`src/rtl/periph_bus_pkg.sv`:
```
// periph_bus_pkg: shared types and defaults for the peripheral bus hub.
// Holds the FSM state encoding, the error data word and address-field defaults.
package periph_bus_pkg;

    typedef enum logic [2:0] {
        S_IDLE,
        S_DECODE,
        S_WAIT_BUSY,
        S_WAIT_ACK,
        S_RESP
    } state_t;

    localparam logic [31:0] ERR_WORD_DEF = 32'hDEADBEEF;
    localparam int          N_CH_DEF     = 8;
    localparam int          CH_LSB_DEF   = 4;
    localparam int          SEL_W_DEF    = 4;
    localparam int          CNT_W        = 16;

endpackage

```
`src/rtl/periph_bus_decode.sv`:
```
// periph_bus_decode: combinational channel decode and per-channel muxing.
// Ports: addr_i (address above the offset field), ch_busy_i/ch_ack_i/ch_rdata_i
// (all channels); idx_o, unmapped_o, oh_o (one-hot select), busy_o/ack_o/rdata_o.
module periph_bus_decode #(
    parameter int                        N_CH   = 8,
    parameter int                        DATA_W = 32,
    parameter int                        ADDR_W = 32,
    parameter int                        CH_LSB = 4,
    parameter int                        SEL_W  = 4,
    parameter logic [ADDR_W-1:0]         BASE   = '0
) (
    input  logic [ADDR_W-CH_LSB-1:0]     addr_i,
    input  logic [N_CH-1:0]              ch_busy_i,
    input  logic [N_CH-1:0]              ch_ack_i,
    input  logic [N_CH*DATA_W-1:0]       ch_rdata_i,
    output logic [SEL_W-1:0]             idx_o,
    output logic                         unmapped_o,
    output logic [N_CH-1:0]              oh_o,
    output logic                         busy_o,
    output logic                         ack_o,
    output logic [DATA_W-1:0]            rdata_o
);

    localparam int UW = ADDR_W - CH_LSB - SEL_W;
    localparam logic [SEL_W:0] NCH_L = (SEL_W + 1)'(N_CH);

    logic [UW-1:0] upper;

    assign idx_o = addr_i[SEL_W-1:0];
    assign upper = addr_i[ADDR_W-CH_LSB-1:SEL_W];

    assign unmapped_o = (upper != BASE[UW-1:0]) ||
                        ({1'b0, idx_o} >= NCH_L);

    // Index values past N_CH select nothing, so the muxes read as 0.
    always_comb begin
        oh_o    = '0;
        busy_o  = 1'b0;
        ack_o   = 1'b0;
        rdata_o = '0;
        for (int i = 0; i < N_CH; i++) begin
            if (idx_o == SEL_W'(i)) begin
                oh_o[i] = 1'b1;
                busy_o  = ch_busy_i[i];
                ack_o   = ch_ack_i[i];
                rdata_o = ch_rdata_i[i*DATA_W +: DATA_W];
            end
        end
    end

endmodule

```
`src/rtl/periph_bus_hub.sv`:
```
// periph_bus_hub: single-beat request to N_CH peripheral channel fabric.
// Ports: req_* request side, resp_* response pulse, ch_* channel side,
// err_count / last_err_addr error statistics. All outputs registered
// except req_ready, which is a decode of the IDLE state.
module periph_bus_hub
    import periph_bus_pkg::*;
#(
    parameter int                N_CH     = N_CH_DEF,
    parameter int                DATA_W   = 32,
    parameter int                ADDR_W   = 32,
    parameter int                CH_LSB   = CH_LSB_DEF,
    parameter int                SEL_W    = SEL_W_DEF,
    parameter logic [ADDR_W-1:0] BASE     = '0,
    parameter int                TIMEOUT  = 255,
    parameter logic [DATA_W-1:0] ERR_WORD = DATA_W'(ERR_WORD_DEF)
) (
    input  logic                     clk,
    input  logic                     rst,
    input  logic                     req_valid,
    output logic                     req_ready,
    input  logic                     req_wr,
    input  logic [ADDR_W-1:0]        req_addr,
    input  logic [DATA_W-1:0]        req_wdata,
    output logic                     resp_valid,
    output logic [DATA_W-1:0]        resp_rdata,
    output logic                     resp_err,
    output logic [N_CH-1:0]          ch_stb,
    output logic                     ch_wr,
    output logic [CH_LSB-1:0]        ch_addr,
    output logic [DATA_W-1:0]        ch_wdata,
    input  logic [N_CH-1:0]          ch_busy,
    input  logic [N_CH-1:0]          ch_ack,
    input  logic [N_CH*DATA_W-1:0]   ch_rdata,
    output logic [7:0]               err_count,
    output logic [ADDR_W-1:0]        last_err_addr
);

    state_t              state_q;
    logic [ADDR_W-1:0]   addr_q;
    logic                wr_q;
    logic [DATA_W-1:0]   wdata_q;
    logic [DATA_W-1:0]   data_q;
    logic                err_q;
    logic [CNT_W-1:0]    cnt_q;
    logic [CNT_W:0]      cnt_d;
    logic [N_CH-1:0]     stb_q;
    logic                resp_valid_q;
    logic [DATA_W-1:0]   resp_rdata_q;
    logic                resp_err_q;
    logic [7:0]          err_count_q;
    logic [ADDR_W-1:0]   last_err_q;

    logic [SEL_W-1:0]    idx;
    logic                unmapped;
    logic [N_CH-1:0]     oh;
    logic                busy_sel;
    logic                ack_sel;
    logic [DATA_W-1:0]   rdata_sel;
    logic                tmo;
    logic                stb_live;

    periph_bus_decode #(
        .N_CH   (N_CH),
        .DATA_W (DATA_W),
        .ADDR_W (ADDR_W),
        .CH_LSB (CH_LSB),
        .SEL_W  (SEL_W),
        .BASE   (BASE)
    ) u_dec (
        .addr_i     (addr_q[ADDR_W-1:CH_LSB]),
        .ch_busy_i  (ch_busy),
        .ch_ack_i   (ch_ack),
        .ch_rdata_i (ch_rdata),
        .idx_o      (idx),
        .unmapped_o (unmapped),
        .oh_o       (oh),
        .busy_o     (busy_sel),
        .ack_o      (ack_sel),
        .rdata_o    (rdata_sel)
    );

    assign cnt_d    = {1'b0, cnt_q} + (CNT_W + 1)'(1);
    assign tmo      = (cnt_d >= (CNT_W + 1)'(TIMEOUT));
    // An ack seen while our strobe is still high is too early to count.
    assign stb_live = |stb_q;

    always_ff @(posedge clk or posedge rst) begin
        if (rst) begin
            state_q      <= S_IDLE;
            addr_q       <= '0;
            wr_q         <= 1'b0;
            wdata_q      <= '0;
            data_q       <= '0;
            err_q        <= 1'b0;
            cnt_q        <= '0;
            stb_q        <= '0;
            resp_valid_q <= 1'b0;
            resp_rdata_q <= '0;
            resp_err_q   <= 1'b0;
            err_count_q  <= '0;
            last_err_q   <= '0;
        end else begin
            stb_q        <= '0;
            resp_valid_q <= 1'b0;
            unique case (state_q)
                S_IDLE: begin
                    if (req_valid) begin
                        wr_q    <= req_wr;
                        addr_q  <= req_addr;
                        wdata_q <= req_wdata;
                        state_q <= S_DECODE;
                    end
                end
                S_DECODE: begin
                    cnt_q  <= '0;
                    data_q <= '0;
                    err_q  <= unmapped;
                    if (unmapped) begin
                        state_q <= S_RESP;
                    end else if (busy_sel) begin
                        state_q <= S_WAIT_BUSY;
                    end else begin
                        stb_q   <= oh;
                        state_q <= S_WAIT_ACK;
                    end
                end
                S_WAIT_BUSY: begin
                    cnt_q <= cnt_d[CNT_W-1:0];
                    if (tmo) begin
                        err_q   <= 1'b1;
                        state_q <= S_RESP;
                    end else if (!busy_sel) begin
                        stb_q   <= oh;
                        state_q <= S_WAIT_ACK;
                    end
                end
                S_WAIT_ACK: begin
                    cnt_q <= cnt_d[CNT_W-1:0];
                    // Ack is tested first so it wins over a same-cycle timeout.
                    if (ack_sel && !stb_live) begin
                        data_q  <= wr_q ? '0 : rdata_sel;
                        state_q <= S_RESP;
                    end else if (tmo) begin
                        err_q   <= 1'b1;
                        state_q <= S_RESP;
                    end
                end
                S_RESP: begin
                    resp_valid_q <= 1'b1;
                    resp_err_q   <= err_q;
                    resp_rdata_q <= err_q ? ERR_WORD : data_q;
                    if (err_q) begin
                        last_err_q <= addr_q;
                        if (err_count_q != 8'hFF) begin
                            err_count_q <= err_count_q + 8'd1;
                        end
                    end
                    state_q <= S_IDLE;
                end
                default: state_q <= S_IDLE;
            endcase
        end
    end

    assign req_ready     = (state_q == S_IDLE);
    assign resp_valid    = resp_valid_q;
    assign resp_rdata    = resp_rdata_q;
    assign resp_err      = resp_err_q;
    assign ch_stb        = stb_q;
    assign ch_wr         = wr_q;
    assign ch_addr       = addr_q[CH_LSB-1:0];
    assign ch_wdata      = wdata_q;
    assign err_count     = err_count_q;
    assign last_err_addr = last_err_q;

endmodule

```
`config.mk`:
```
export PLATFORM = sky130hd
export DESIGN_NAME = periph_bus_hub
export DESIGN_NICKNAME = d
export VERILOG_FILES = /design/src/rtl/periph_bus_pkg.sv /design/src/rtl/periph_bus_decode.sv /design/src/rtl/periph_bus_hub.sv
export SDC_FILE = /design/constraint.sdc
export NUM_CORES = 1
export LEC_CHECK = 0
export ABC_AREA = 1
export CAP_MARGIN = 20
export CORE_AREA = 2 2 181 183
export CTS_BUF_LIST = sky130_fd_sc_hd__clkbuf_4 sky130_fd_sc_hd__clkbuf_8
export CTS_CLUSTER_DIAMETER = 120
export DETAILED_ROUTE_END_ITERATION = 8
export DIE_AREA = 0 0 183 185
export PLACE_DENSITY_LB_ADDON = 0.15
export RECOVER_POWER = 25
export REMOVE_ABC_BUFFERS = 1
export SLEW_MARGIN = 10
export SYNTH_ARGS = -nofsm -noshare
export SYNTH_HDL_FRONTEND = slang
export SYNTH_HIERARCHICAL = 1
export SYNTH_SLANG_ARGS = --single-unit
```
`constraint.sdc`:
```
create_clock -name clk -period 6 [get_ports clk]
set_input_delay 0.6 -clock clk [delete_from_list [all_inputs] [get_ports clk]]
set_output_delay 0.6 -clock clk [all_outputs]
set_load 0.05 [all_outputs]
```
==> reports/metrics.cfg <==
[run_status]
status = finished with violations
violations = max-capacitance violations, max-slew violations

[hold_path]
min_from = last_err_addr[22]
min_path_type = flop to flop
hold_path_end = last_err_addr[22]
whs_path_depth = 2

[global_routing]
grt_usage = 0.241
grt_max_degree = 83
antenna_found_initial = 10
grt_pass1_vias = 10600
gr-total-overflow = 0
grt_first_pass_wirelength_mm = 61.8

[clock_tree]
clockRootBuffer = clkbuf_8
clkTransAtPathRegs_ns = 0.11
tritoncts.num_buffers = 17
tritoncts = built
cts.repair.resized = 0
cts-htree-levels = 4
holdBufCountCts = 0
cts_buffer_depth = 2
clkSinkCount = 199
insertion_delay_ns = 0.47
postCtsSetupBuffers = 0

[die]
ios = 460
coreArea_um2 = 32000
die-width_um = 183
num_rows = 66
die_area_um2 = 33900
initial_utilization = 0.327
die_y_um = 185

[pwr]
power.leakage_nw = 6.72
p_per_area_nw_per_um2 = 456
ir_worst_vdd_uv = 306
power.total_mw = 7.17

[synth]
syn_area_um2 = 10500
avgSynthCellArea_um2 = 8.04
synth_cells = 1305
synth_warnings = 6

[setup_path]
crit_chain = dlygate4sd3_1 > clkinvlp_2 > clkbuf_2
end_kind = async pin
critPathBufInv = 3
cp.depth = 3
startpoint_type = input pin
cp_max_fo = 82
reg2reg_to = data_q[19]
cp.required_ns = 6.34
r2r-start = addr_q[4]
path_delay_family = buffers and inverters
slowest_stage = clkinvlp_2
worstPathArrival_ns = 4.59
r2r_slack_ns = 2.29
reg2reg_depth = 11
cpPeakStageDelay_ns = 2.02
path_class = input pin to async pin

[sta]
clock_skew_ns = 0.0150
fin_worst_hold_slack_ns = 0.492
tightest_slew_ns = 3.61
rsz0062_at_grt = no
slew_headroom = -1.42
hold_viol = 0
period_minus_slack_ns = 4.25
setup-violations-final = 0
max_freq_mhz = 235
setup-tns-final_ns = 0
period_share = 0.708
drv_slew = 149

[cells_and_area]
final_util = 0.491
nets = 2061
synthToLayoutAreaGrowth_pct = 50.1
final_cell_area_um2 = 15700
drive_gt1_frac = 0.0797
ff_latch_area_um2 = 4980
fillers = 3152
multi_input_area_um2 = 4700

[route]
drt-wirelength-per-cell_um = 19.6
dr.pass1.iters = 5
postRouteAntennaNets = 0
wirelength_mm = 41.9
num_vias = 10700
drtIter0Drc = 759
via_per_inst = 5.00
drc = 0

[place]
portBuffers = 459
hpwl_mm = 31.5
placed_cell_area_um2 = 15300
gp_congestion = 0.915

[run]
drv_cap = 2

## worst min-delay path: stages (launching register included)
cell and delay [ns]:
dfrtp_1 0.36, nand2_1 0.05, nand2_1 0.05
## where the power goes
group	total (mW)	switching, mW	leakage, nW	internal (mW)
clock	0.919	0.519	0.214	0.401
combinational	4.10	2.72	4.03	1.38
sequential	2.15	0.340	2.47	1.81
## metal layers
| metal | vias to the layer above | GRT usage | wire [um] |
|---|---|---|---|
| met5 | - | 0 | 39 |
| met4 | 6 | 0.0845 | 1180 |
| met3 | 64 | 0.0806 | 4140 |
| met2 | 496 | 0.397 | 19900 |
| met1 | 5008 | 0.295 | 16700 |
| li1 | 5156 | - | - |
## registers in the layout, summed over array words and instances (netlist names)
register,count
state_q,3
resp_rdata,32
data_q,32
ch_wr,1
err_q,1
err_count,8
last_err_addr,32
resp_err,1
cnt_q,16
addr_q,32
ch_stb,8
resp_valid,1
ch_wdata,32
## through the flow
step                instances  setup WS [ns]
floorplan                1227        -0.0257
global placement         2106           2.46
detailed placement       2107           2.31
CTS                      2139           2.26
global route             2143           1.00
finish                   2144           1.75
## worst max path at each step
stage / from / to / slack (ns)
after floorplan: rst / addr_q[0] / -0.03
after global placement: addr_q[5] / data_q[28] / 2.46
after detailed placement: addr_q[4] / data_q[5] / 2.31
after CTS: addr_q[4] / data_q[19] / 2.26
after global routing: rst / resp_rdata[9] / 1.00
final: rst / resp_rdata[2] / 1.75
## cell type report
type,instances,share of cell area
Sequential cell,199,0.316
Multi-Input combinational cell,917,0.299
Tap cell,408,0.0324
Timing Repair Buffer,472,0.299
Clock buffer,19,0.0162
Antenna cell,5,0.000795
Inverter,111,0.0266
Clock inverter,13,0.0101
## layout by cell type, fill, tap and decap left out, types with 9 or more instances in the layout
cell             instances
and3_1                   9
dfrtp_1                199
a31oi_1                 24
mux2_2                  56
clkdlybuf4s50_1        458
a21oi_1                 22
buf_4                   10
nand3_1                193
nand2_1                286
nand4_1                 64
clkbuf_8                18
nor2_1                 149
inv_1                  102
o21ai_0                 48
Note: power is estimated with default switching activity, not from simulation.
